File: config.mk
export PLATFORM = sky130hd
export DESIGN_NAME = vram_arbiter
export DESIGN_NICKNAME = d
export VERILOG_FILES = /design/src/rtl/vram_arbiter.sv
export SDC_FILE = /design/constraint.sdc
export NUM_CORES = 1
export LEC_CHECK = 0
export CORE_ASPECT_RATIO = 2
export CORE_MARGIN = 1
export CORE_UTILIZATION = 38
export DETAILED_ROUTE_END_ITERATION = 8
export PLACE_DENSITY = 0.86
export SYNTH_ARGS = -nofsm -noshare
export SYNTH_HDL_FRONTEND = slang
export SYNTH_SLANG_ARGS = --single-unit
export TNS_END_PERCENT = 5
File: constraint.sdc
create_clock -name clk -period 3.6 [get_ports clk]
set_clock_uncertainty 0.15 [all_clocks]
set_input_delay 1.08 -clock clk [delete_from_list [all_inputs] [get_ports clk]]
set_output_delay 1.08 -clock clk [all_outputs]
set_load 0.03 [all_outputs]
File: src/rtl/vram_arbiter.sv
// vram_arbiter: shares one synchronous VRAM port among bg, spr and cpu (bg > spr > cpu).
// Define VRAM_ARB_STARVE_EN to promote a starved cpu requester above bg and spr.
module vram_arbiter #(
    parameter int unsigned STARVE_LIMIT = 15,
    parameter logic [15:0] MEM_TOP      = 16'h2BFF
) (
    input  logic        clk,
    input  logic        reset_n,
    input  logic        bg_req,
    input  logic [15:0] bg_addr,
    output logic        bg_gnt,
    output logic        bg_rvalid,
    input  logic        spr_req,
    input  logic [15:0] spr_addr,
    output logic        spr_gnt,
    output logic        spr_rvalid,
    input  logic        cpu_req,
    input  logic        cpu_we,
    input  logic [15:0] cpu_addr,
    input  logic [7:0]  cpu_wdata,
    output logic        cpu_gnt,
    output logic        cpu_rvalid,
    output logic        cpu_err,
    output logic [7:0]  rdata,
    output logic [15:0] mem_addr,
    output logic        mem_we,
    output logic [7:0]  mem_wdata,
    input  logic [7:0]  mem_rdata
);

    typedef enum logic [1:0] {
        WIN_NONE = 2'd0,
        WIN_BG   = 2'd1,
        WIN_SPR  = 2'd2,
        WIN_CPU  = 2'd3
    } win_e;

    typedef struct packed {
        logic bg;
        logic spr;
        logic cpu;
        logic rej;
    } tag_t;

    win_e        win_s;
    logic        cpu_first_s;
    logic        cpu_rej_s;
    tag_t        tag_in_s;
    logic [15:0] nxt_addr_s;
    logic        nxt_we_s;
    logic [7:0]  nxt_wdata_s;
    logic        nxt_err_s;

    logic [15:0] mem_addr_r;
    logic        mem_we_r;
    logic [7:0]  mem_wdata_r;
    logic        cpu_err_r;
    tag_t        stage1_r;
    tag_t        stage2_r;

`ifdef VRAM_ARB_STARVE_EN
    localparam logic [7:0] LIMIT8 = 8'(STARVE_LIMIT);
    logic [7:0] wait_cnt_r;

    // Count cycles the cpu is refused; saturate at the limit, clear on grant or idle.
    always_ff @(posedge clk or negedge reset_n) begin
        if (!reset_n) begin
            wait_cnt_r <= 8'd0;
        end else if (cpu_req && !cpu_gnt) begin
            if (wait_cnt_r >= LIMIT8) begin
                wait_cnt_r <= LIMIT8;
            end else begin
                wait_cnt_r <= wait_cnt_r + 8'd1;
            end
        end else begin
            wait_cnt_r <= 8'd0;
        end
    end

    assign cpu_first_s = (wait_cnt_r == LIMIT8);
`else
    assign cpu_first_s = 1'b0;
`endif

    assign cpu_rej_s = (cpu_addr > MEM_TOP);

    // Pick the single winner for this cycle.
    always_comb begin
        win_s = WIN_NONE;
        if (cpu_req && cpu_first_s) begin
            win_s = WIN_CPU;
        end else if (bg_req) begin
            win_s = WIN_BG;
        end else if (spr_req) begin
            win_s = WIN_SPR;
        end else if (cpu_req) begin
            win_s = WIN_CPU;
        end else begin
            win_s = WIN_NONE;
        end
    end

    assign bg_gnt  = (win_s == WIN_BG);
    assign spr_gnt = (win_s == WIN_SPR);
    assign cpu_gnt = (win_s == WIN_CPU);

    // Next VRAM command and read tag from the winner; a rejected cpu access leaves the port untouched.
    always_comb begin
        tag_in_s    = '0;
        nxt_addr_s  = mem_addr_r;
        nxt_we_s    = 1'b0;
        nxt_wdata_s = mem_wdata_r;
        nxt_err_s   = 1'b0;
        case (win_s)
            WIN_BG: begin
                nxt_addr_s = bg_addr;
                tag_in_s.bg = 1'b1;
            end
            WIN_SPR: begin
                nxt_addr_s = spr_addr;
                tag_in_s.spr = 1'b1;
            end
            WIN_CPU: begin
                if (cpu_rej_s) begin
                    nxt_err_s    = 1'b1;
                    tag_in_s.cpu = !cpu_we;
                    tag_in_s.rej = !cpu_we;
                end else begin
                    nxt_addr_s   = cpu_addr;
                    nxt_we_s     = cpu_we;
                    tag_in_s.cpu = !cpu_we;
                    if (cpu_we) begin
                        nxt_wdata_s = cpu_wdata;
                    end else begin
                        nxt_wdata_s = mem_wdata_r;
                    end
                end
            end
            default: begin
                nxt_addr_s = mem_addr_r;
            end
        endcase
    end

    // VRAM command register and error pulse.
    always_ff @(posedge clk or negedge reset_n) begin
        if (!reset_n) begin
            mem_addr_r  <= 16'h0000;
            mem_we_r    <= 1'b0;
            mem_wdata_r <= 8'h00;
            cpu_err_r   <= 1'b0;
        end else begin
            mem_addr_r  <= nxt_addr_s;
            mem_we_r    <= nxt_we_s;
            mem_wdata_r <= nxt_wdata_s;
            cpu_err_r   <= nxt_err_s;
        end
    end

    // Two-stage tag pipeline lining read ownership up with mem_rdata.
    always_ff @(posedge clk or negedge reset_n) begin
        if (!reset_n) begin
            stage1_r <= '0;
            stage2_r <= '0;
        end else begin
            stage1_r <= tag_in_s;
            stage2_r <= stage1_r;
        end
    end

    assign mem_addr   = mem_addr_r;
    assign mem_we     = mem_we_r;
    assign mem_wdata  = mem_wdata_r;
    assign cpu_err    = cpu_err_r;
    assign bg_rvalid  = stage2_r.bg;
    assign spr_rvalid = stage2_r.spr;
    assign cpu_rvalid = stage2_r.cpu;
    assign rdata      = stage2_r.rej ? 8'h00 : mem_rdata;

endmodule
==> qor.yml, run 1 <==
worst_slew_pin_slew_ns: 0.731
report.final.slew_viol_count: 0
preCtsSetupSlack_ns: -0.344
setup_viol: 0
clockPowerShare_pct: 20.8
max_slew_margin_pct: 51.3
synthToLayoutAreaGrowth_pct: 79.5
arrival_ns: 2.33
synth.cell_area_um2: 1640
worstRegToRegCells: 1
final_cell_area_um2: 2950
placed_cell_area_um2: 2830
horiz_die_dim_um: 48.5
floorplan.die.height_um: 95.0
synth_seq_cells: 34
r2r_slack_ns: 2.69
drt_first_iter_violations: 16
floorplan_die_area_um2: 4610
synth_seq_area_share_pct: 51.8
critPathKind: "in -> out"
finish.net_count: 334
grt.overflow.total: 0
final.min_clock_period_ns: 3.56
via_per_inst: 4.92
clock_sink_count: 34
grt_antenna_before_repair: 0
fill_cells: 296
final_layout_size_suffix_gt1_share_pct: 21.0
rsz0062_at_grt: "true"
cts_buffer_depth: 2
avgSynthCellArea_um2: 11.7
ant_nets: 0
critical_path_required_ns: 2.37
dp.final_hpwl_um: 3490
power.leakage_nw: 1.29
clkSlewWorstSetupHoldPaths_ns: 0.06
drt-wirelength-per-cell_um: 14.3
worst_ir_drop_vdd_mv: 0.368
cts_tree: "built"
cts-hold-fix-buffers: 0
run_status: "complete, no violations"
combPwrFrac_pct: 42.5
grt_use_total_pct: 19.6
layout_setup_ws_ns: 0.0389
ys.warnings.count: 0
effective_utilization_at_floorplan_pct: 39.8
finalWirelength_um: 4490
drt_drc_violations_left: 0
worst-path-max-fanout: 1
end_kind: "primary output"
sequential_cell_area_um2: 851
seqPwrFrac_pct: 36.7
type_of_element_launching_the_critical_path: "input pin"
yosys.cell_types.count: 19
power.internal_w: 0.000899
p_per_area_nw_per_um2: 455
cts-root-buf: "sky130_fd_sc_hd__clkbuf_8"
postSynthCellCount: 141
final_hold_viol_count: 0
multiInputGateArea_um2: 698
drt-pass1-iter-count: 4
cts-htree-levels: 2
first_pass_grt_wire_length_um: 6850
p_sw_w: 0.000443
worstReg2RegEnd: "mem_addr[12]$_DFFE_PN0P_"
syn-num-nets: 214
place_congestion: 0.769
p_sw_share_pct: 33.0
regToRegStartpoint: "mem_addr[12]$_DFFE_PN0P_"
placeableCoreArea_um2: 4130
launching_element_of_the_worst_setup_path: "mem_rdata[0]"
placement_row_count: 33
endpoint: "rdata[0]"
boundaryPins: 110
cts_buffers: 5
number_of_vias_after_detailed_routing: 1546
number_of_global_route_vias_before_repair: 1480
period_utilisation_layout_pct: 98.9
hold_ws_ns: 0.205
worstSkewPairLatency_ns: 0.27
hold_class: "reg -> reg"
port-buffer-count: 109
antenna_cells: 0
max_freq_mhz: 281
drv.max_cap_violation_count: 0
pin_count_of_the_biggest_net_entering_global_routing: 35
==> power by group through the flow <==
stage / combinational [W] / sequential, W / clock, W
final: 0.000570 / 0.000493 / 0.000279
after global routing: 0.000597 / 0.000502 / 0.000306
after CTS: 0.000573 / 0.000493 / 0.000289
after detailed placement: 0.000571 / 0.000500 / 0
after global placement: 0.000563 / 0.000497 / 0
after floorplan: 0.000142 / 0.000644 / 0
==> sequential cells by signal, summed over array words and instances (netlist names) <==
name,flops
bg_rvalid,1
cpu_err,1
cpu_rvalid,1
mem_addr,16
mem_wdata,8
mem_we,1
spr_rvalid,1
stage1_r,4
stage2_r,1
==> placed cells by master, fill, tap and decap left out <==
master,instances
sky130_fd_sc_hd__a311oi_4,1
sky130_fd_sc_hd__ha_2,2
sky130_fd_sc_hd__a22oi_1,16
sky130_fd_sc_hd__a21oi_2,1
sky130_fd_sc_hd__a211oi_1,1
sky130_fd_sc_hd__buf_2,1
sky130_fd_sc_hd__nand2_1,1
sky130_fd_sc_hd__buf_4,12
sky130_fd_sc_hd__buf_6,2
sky130_fd_sc_hd__dfrtp_1,34
sky130_fd_sc_hd__clkdlybuf4s15_2,1
sky130_fd_sc_hd__ha_1,1
sky130_fd_sc_hd__a2111oi_4,1
sky130_fd_sc_hd__clkbuf_1,1
sky130_fd_sc_hd__clkinv_2,1
sky130_fd_sc_hd__dlymetal6s2s_1,1
sky130_fd_sc_hd__nor2_1,2
sky130_fd_sc_hd__inv_2,1
sky130_fd_sc_hd__o21a_1,1
sky130_fd_sc_hd__inv_1,18
sky130_fd_sc_hd__a21o_4,1
sky130_fd_sc_hd__o21ai_0,16
sky130_fd_sc_hd__nor2b_1,12
sky130_fd_sc_hd__clkdlybuf4s50_1,103
sky130_fd_sc_hd__mux2_2,24
sky130_fd_sc_hd__or2_2,1
sky130_fd_sc_hd__clkbuf_8,6
==> how the worst min path moves through the flow <==
stage               slack [ns]  depth (start not counted)                  start                    end
floorplan                 0.18                          0  stage1_r[3]$_DFF_PN0_    bg_rvalid$_DFF_PN0_
global placement          0.18                          0  stage1_r[3]$_DFF_PN0_    bg_rvalid$_DFF_PN0_
detailed placement        0.20                          0  stage1_r[3]$_DFF_PN0_    bg_rvalid$_DFF_PN0_
CTS                       0.21                          0  stage1_r[3]$_DFF_PN0_    bg_rvalid$_DFF_PN0_
global route              0.21                          0  stage1_r[0]$_DFF_PN0_  stage2_r[0]$_DFF_PN0_
finish                    0.21                          0  stage1_r[0]$_DFF_PN0_  stage2_r[0]$_DFF_PN0_
==> Yosys cell counts <==
master,count,area [um2]
sky130_fd_sc_hd__a2111oi_4,1,27.5
sky130_fd_sc_hd__a211oi_1,1,7.51
sky130_fd_sc_hd__a21o_4,1,15.0
sky130_fd_sc_hd__a21oi_1,1,5.00
sky130_fd_sc_hd__a22oi_1,16,120
sky130_fd_sc_hd__a311oi_4,1,26.3
sky130_fd_sc_hd__buf_2,1,5.00
sky130_fd_sc_hd__buf_4,1,7.51
sky130_fd_sc_hd__clkbuf_1,5,18.8
sky130_fd_sc_hd__dfrtp_1,34,851
sky130_fd_sc_hd__ha_1,3,37.5
sky130_fd_sc_hd__inv_1,19,71.3
sky130_fd_sc_hd__mux2_2,24,270
sky130_fd_sc_hd__nand2_1,1,3.75
sky130_fd_sc_hd__nor2_1,2,7.51
sky130_fd_sc_hd__nor2b_1,12,75.1
sky130_fd_sc_hd__o21a_1,1,7.51
sky130_fd_sc_hd__o21ai_0,16,80.1
sky130_fd_sc_hd__or2_2,1,6.26
==> per-layer routing <==
metal | vias to the layer above | GRT usage, % | routed length, um
met5 | - | 0 | 0
met4 | 0 | 7.84 | 83
met3 | 12 | 3.54 | 262
met2 | 81 | 39.2 | 2530
met1 | 727 | 19.5 | 1610
li1 | 726 | - | -
==> cells by family (layout without fill, tap and decap cells) <==
family	Yosys count	count (layout)	share of synthesized area (%)
simple gates	16	16	5.64
buf+inv	26	147	6.25
mux	24	24	16.5
flops	34	34	51.8
fa+ha+maj	3	3	2.29
compound gates	38	38	17.6
==> worst max-delay path, cell delays in order <==
cell and delay [ns]:
sky130_fd_sc_hd__clkdlybuf4s50_1 0.45, sky130_fd_sc_hd__nor2b_1 0.13, sky130_fd_sc_hd__clkdlybuf4s50_1 0.67
==> timing repair <==
item | CTS | global route
endpoints found under the setup margin | 2 | 3
pin swaps | 0 | 1
gates resized for setup | 4 | 6
buffers inserted | 0 | 1
==> through the flow <==
stage,cells,total power [W],util [%],TNS (ns)
2_1_floorplan,141,0.000786,-,0
3_3_place_gp,305,0.00106,68.5,-0.397
3_5_place_dp,305,0.00107,68.5,-1.68
4_1_cts,313,0.00136,70.9,0
5_1_grt,314,0.00141,71.4,-0.0329
6_report,314,0.00134,71.4,0
==> layout make-up <==
cell class / instances / share of cell area, %
timing repair buffer: 120 / 39.8
sequential: 34 / 28.9
multi-input combinational: 81 / 23.7
clock buffer: 7 / 2.93
inverter: 19 / 2.42
tap: 52 / 2.21
clock inverter: 1 / 0.170
Note: power is estimated with default switching activity, not from simulation.
==> run 2, diff against run 1 <==
--- a/config.mk
+++ b/config.mk
@@ -5,11 +5,13 @@
 export SDC_FILE = /design/constraint.sdc
 export NUM_CORES = 1
 export LEC_CHECK = 0
+export CAP_MARGIN = 25
 export CORE_ASPECT_RATIO = 2
 export CORE_MARGIN = 1
 export CORE_UTILIZATION = 38
 export DETAILED_ROUTE_END_ITERATION = 8
 export PLACE_DENSITY = 0.86
+export SLEW_MARGIN = 40
 export SYNTH_ARGS = -nofsm -noshare
 export SYNTH_HDL_FRONTEND = slang
 export SYNTH_SLANG_ARGS = --single-unit
==> run 2 against run 1 <==
Against the previous run:
- largest power group unchanged
- sequential share of layout area about the same
- die area stayed put
- clock-buffer cell count did not move
- first-iteration DRC count is 6.3% lower
- worst setup slack about the same
- clock power about the same
- register-to-register slack hardly changed
- utilization up 0.061 points
- non-clock buffer count did not move
==> qor.yml, run 2 (same netlist as run 1, synthesis figures left out) <==
most_common_cell_after_layout_fill_and_taps_aside: "sky130_fd_sc_hd__clkdlybuf4s50_1"
report.final.slew_viol_count: 0
number_of_vias_after_detailed_routing: 1540
horiz_die_dim_um: 48.5
finalWirelength_um: 4500
cts_buffers: 5
max_slew_margin_pct: 72.2
fill_cells: 297
timing.critical_path.slowest_cell_delay_ns: 0.67
critPathKind: "in -> out"
dp.final_hpwl_um: 3490
final_hold_viol_count: 0
rsz0062_at_grt: "true"
drt_drc_violations_left: 0
worst_ir_drop_vdd_mv: 0.368
power.leakage_nw: 1.29
worst-path-max-fanout: 1
grt.overflow.total: 0
effective_utilization_at_floorplan_pct: 39.8
boundaryPins: 110
worst_slew_pin_slew_ns: 0.417
cts-htree-levels: 2
drv.max_cap_violation_count: 0
grt_antenna_before_repair: 0
final.min_clock_period_ns: 3.56
placeableCoreArea_um2: 4130
number_of_global_route_vias_before_repair: 1480
grt_use_total_pct: 19.6
cp_cell_sequence: "clkdlybuf4s50_1, nor2b_1, clkdlybuf4s50_1"
run_status: "complete, no violations"
placed_instances: 305
multiInputGateArea_um2: 698
final_cell_area_um2: 2950
drt_first_iter_violations: 15
synthToLayoutAreaGrowth_pct: 79.7
finish.utilization_pct: 71.5
antenna_cells: 0
pin_count_of_the_biggest_net_entering_global_routing: 35
worstSkewPairLatency_ns: 0.27
placement_row_count: 33
hold_ws_ns: 0.205
drt-wirelength-per-cell_um: 14.3
sequential_cell_area_um2: 851
cts-root-buf: "sky130_fd_sc_hd__clkbuf_8"
fin_setup_tns_ns: 0
arrival_ns: 2.33
period_utilisation_layout_pct: 98.9
critical_path_required_ns: 2.37
first_pass_grt_wire_length_um: 6850
ant_nets: 0
max_freq_mhz: 281
cts_buffer_depth: 2
end_kind: "primary output"
port-buffer-count: 109
drt-pass1-iter-count: 4
final_layout_size_suffix_gt1_share_pct: 21.0
clock_sink_count: 34
slowest_stage: "sky130_fd_sc_hd__clkdlybuf4s50_1"
finish.net_count: 334
hold_class: "reg -> reg"
cts_tree: "built"
cp_common_cell: "sky130_fd_sc_hd__clkdlybuf4s50_1"
place_congestion: 0.769
largest_register_ff_count: 16
p_per_area_nw_per_um2: 455
final-instance-count-excl-fill: 314
floorplan_die_area_um2: 4610
via_per_inst: 4.90
floorplan.die.height_um: 95.0
placed_cell_area_um2: 2830
most_frequent_cells_in_the_layout: "sky130_fd_sc_hd__clkdlybuf4s50_1, sky130_fd_sc_hd__dfrtp_1, sky130_fd_sc_hd__mux2_2"
clkSlewWorstSetupHoldPaths_ns: 0.06
type_of_element_launching_the_critical_path: "input pin"
setup_viol: 0
run 2: cell counts in the layout (fill, tap and decap cells not counted):
Identical to the previous run, type by type.
run 2: layout make-up:
| cell class | count | share of cell area (%) |
|---|---|---|
| multi-input cells | 81 | 23.7 |
| clock inverters | 1 | 0.170 |
| inverters | 19 | 2.42 |
| clock buffers | 7 | 2.92 |
| well taps | 52 | 2.20 |
| flip-flops and latches | 34 | 28.8 |
| repair buffers | 120 | 39.8 |
run 2: worst paths after layout:
| check | from | end | slack [ns] | cells after the start |
|---|---|---|---|---|
| worst max-delay path | mem_rdata[0] | rdata[0] | 0.04 | 3 |
| worst min-delay path | stage1_r[0]$_DFF_PN0_ | stage2_r[0]$_DFF_PN0_ | 0.21 | 0 |
| worst max register to register | mem_addr[12]$_DFFE_PN0P_ | mem_addr[12]$_DFFE_PN0P_ | 2.70 | 1 |
| worst min register to register | stage1_r[0]$_DFF_PN0_ | stage2_r[0]$_DFF_PN0_ | 0.21 | 0 |
| max in group asynchronous | reset_n | mem_wdata[6]$_DFFE_PN0P_ | 2.41 | 1 |
| min in group asynchronous | reset_n | spr_rvalid$_DFF_PN0_ | 0.59 | 1 |
run 2: critical path, delay by kind of cell:
family | cells | cell delay [ns]
buf+inv | 2 | 1.12
simple gates | 1 | 0.13
run 2: metal layers:
layer / track usage, % / up-vias / share of wire, %
met2: 39.2 / 80 / 57
li1: - / 726 / -
met3: 3.54 / 8 / 5.8
met4: 7.84 / 0 / 1.7
met5: 0 / - / 0
met1: 19.5 / 726 / 36
run 2: what timing repair did:
action,CTS,global route
hold buffers,0,0
gates resized for setup,4,6
endpoints found under the setup margin,2,3
setup buffers,0,1
gates cloned,0,0
pin swaps,0,1
run 2: power by group:
part           switching [W]  internal (W)  leakage, nW
logic               0.000282      0.000288        0.814
clock network       0.000125      0.000154       0.0482
registers          0.0000358      0.000457        0.424
run 2: metrics by stage:
step                setup WS, ns  power, W
floorplan                  0.439  0.000786
detailed placement        -0.344   0.00107
global route             -0.0283   0.00141
global placement          -0.265   0.00106
CTS                       0.0159   0.00136
finish                    0.0388   0.00134
==> run 3, diff against run 2 <==
--- a/config.mk
+++ b/config.mk
@@ -10,6 +10,7 @@
 export CORE_MARGIN = 1
 export CORE_UTILIZATION = 38
 export DETAILED_ROUTE_END_ITERATION = 8
+export GPL_ROUTABILITY_DRIVEN = 0
 export PLACE_DENSITY = 0.86
 export SLEW_MARGIN = 40
 export SYNTH_ARGS = -nofsm -noshare
==> results of run 3 <==
Same layout as run 2: the final DEF is identical, and so are final timing and power.
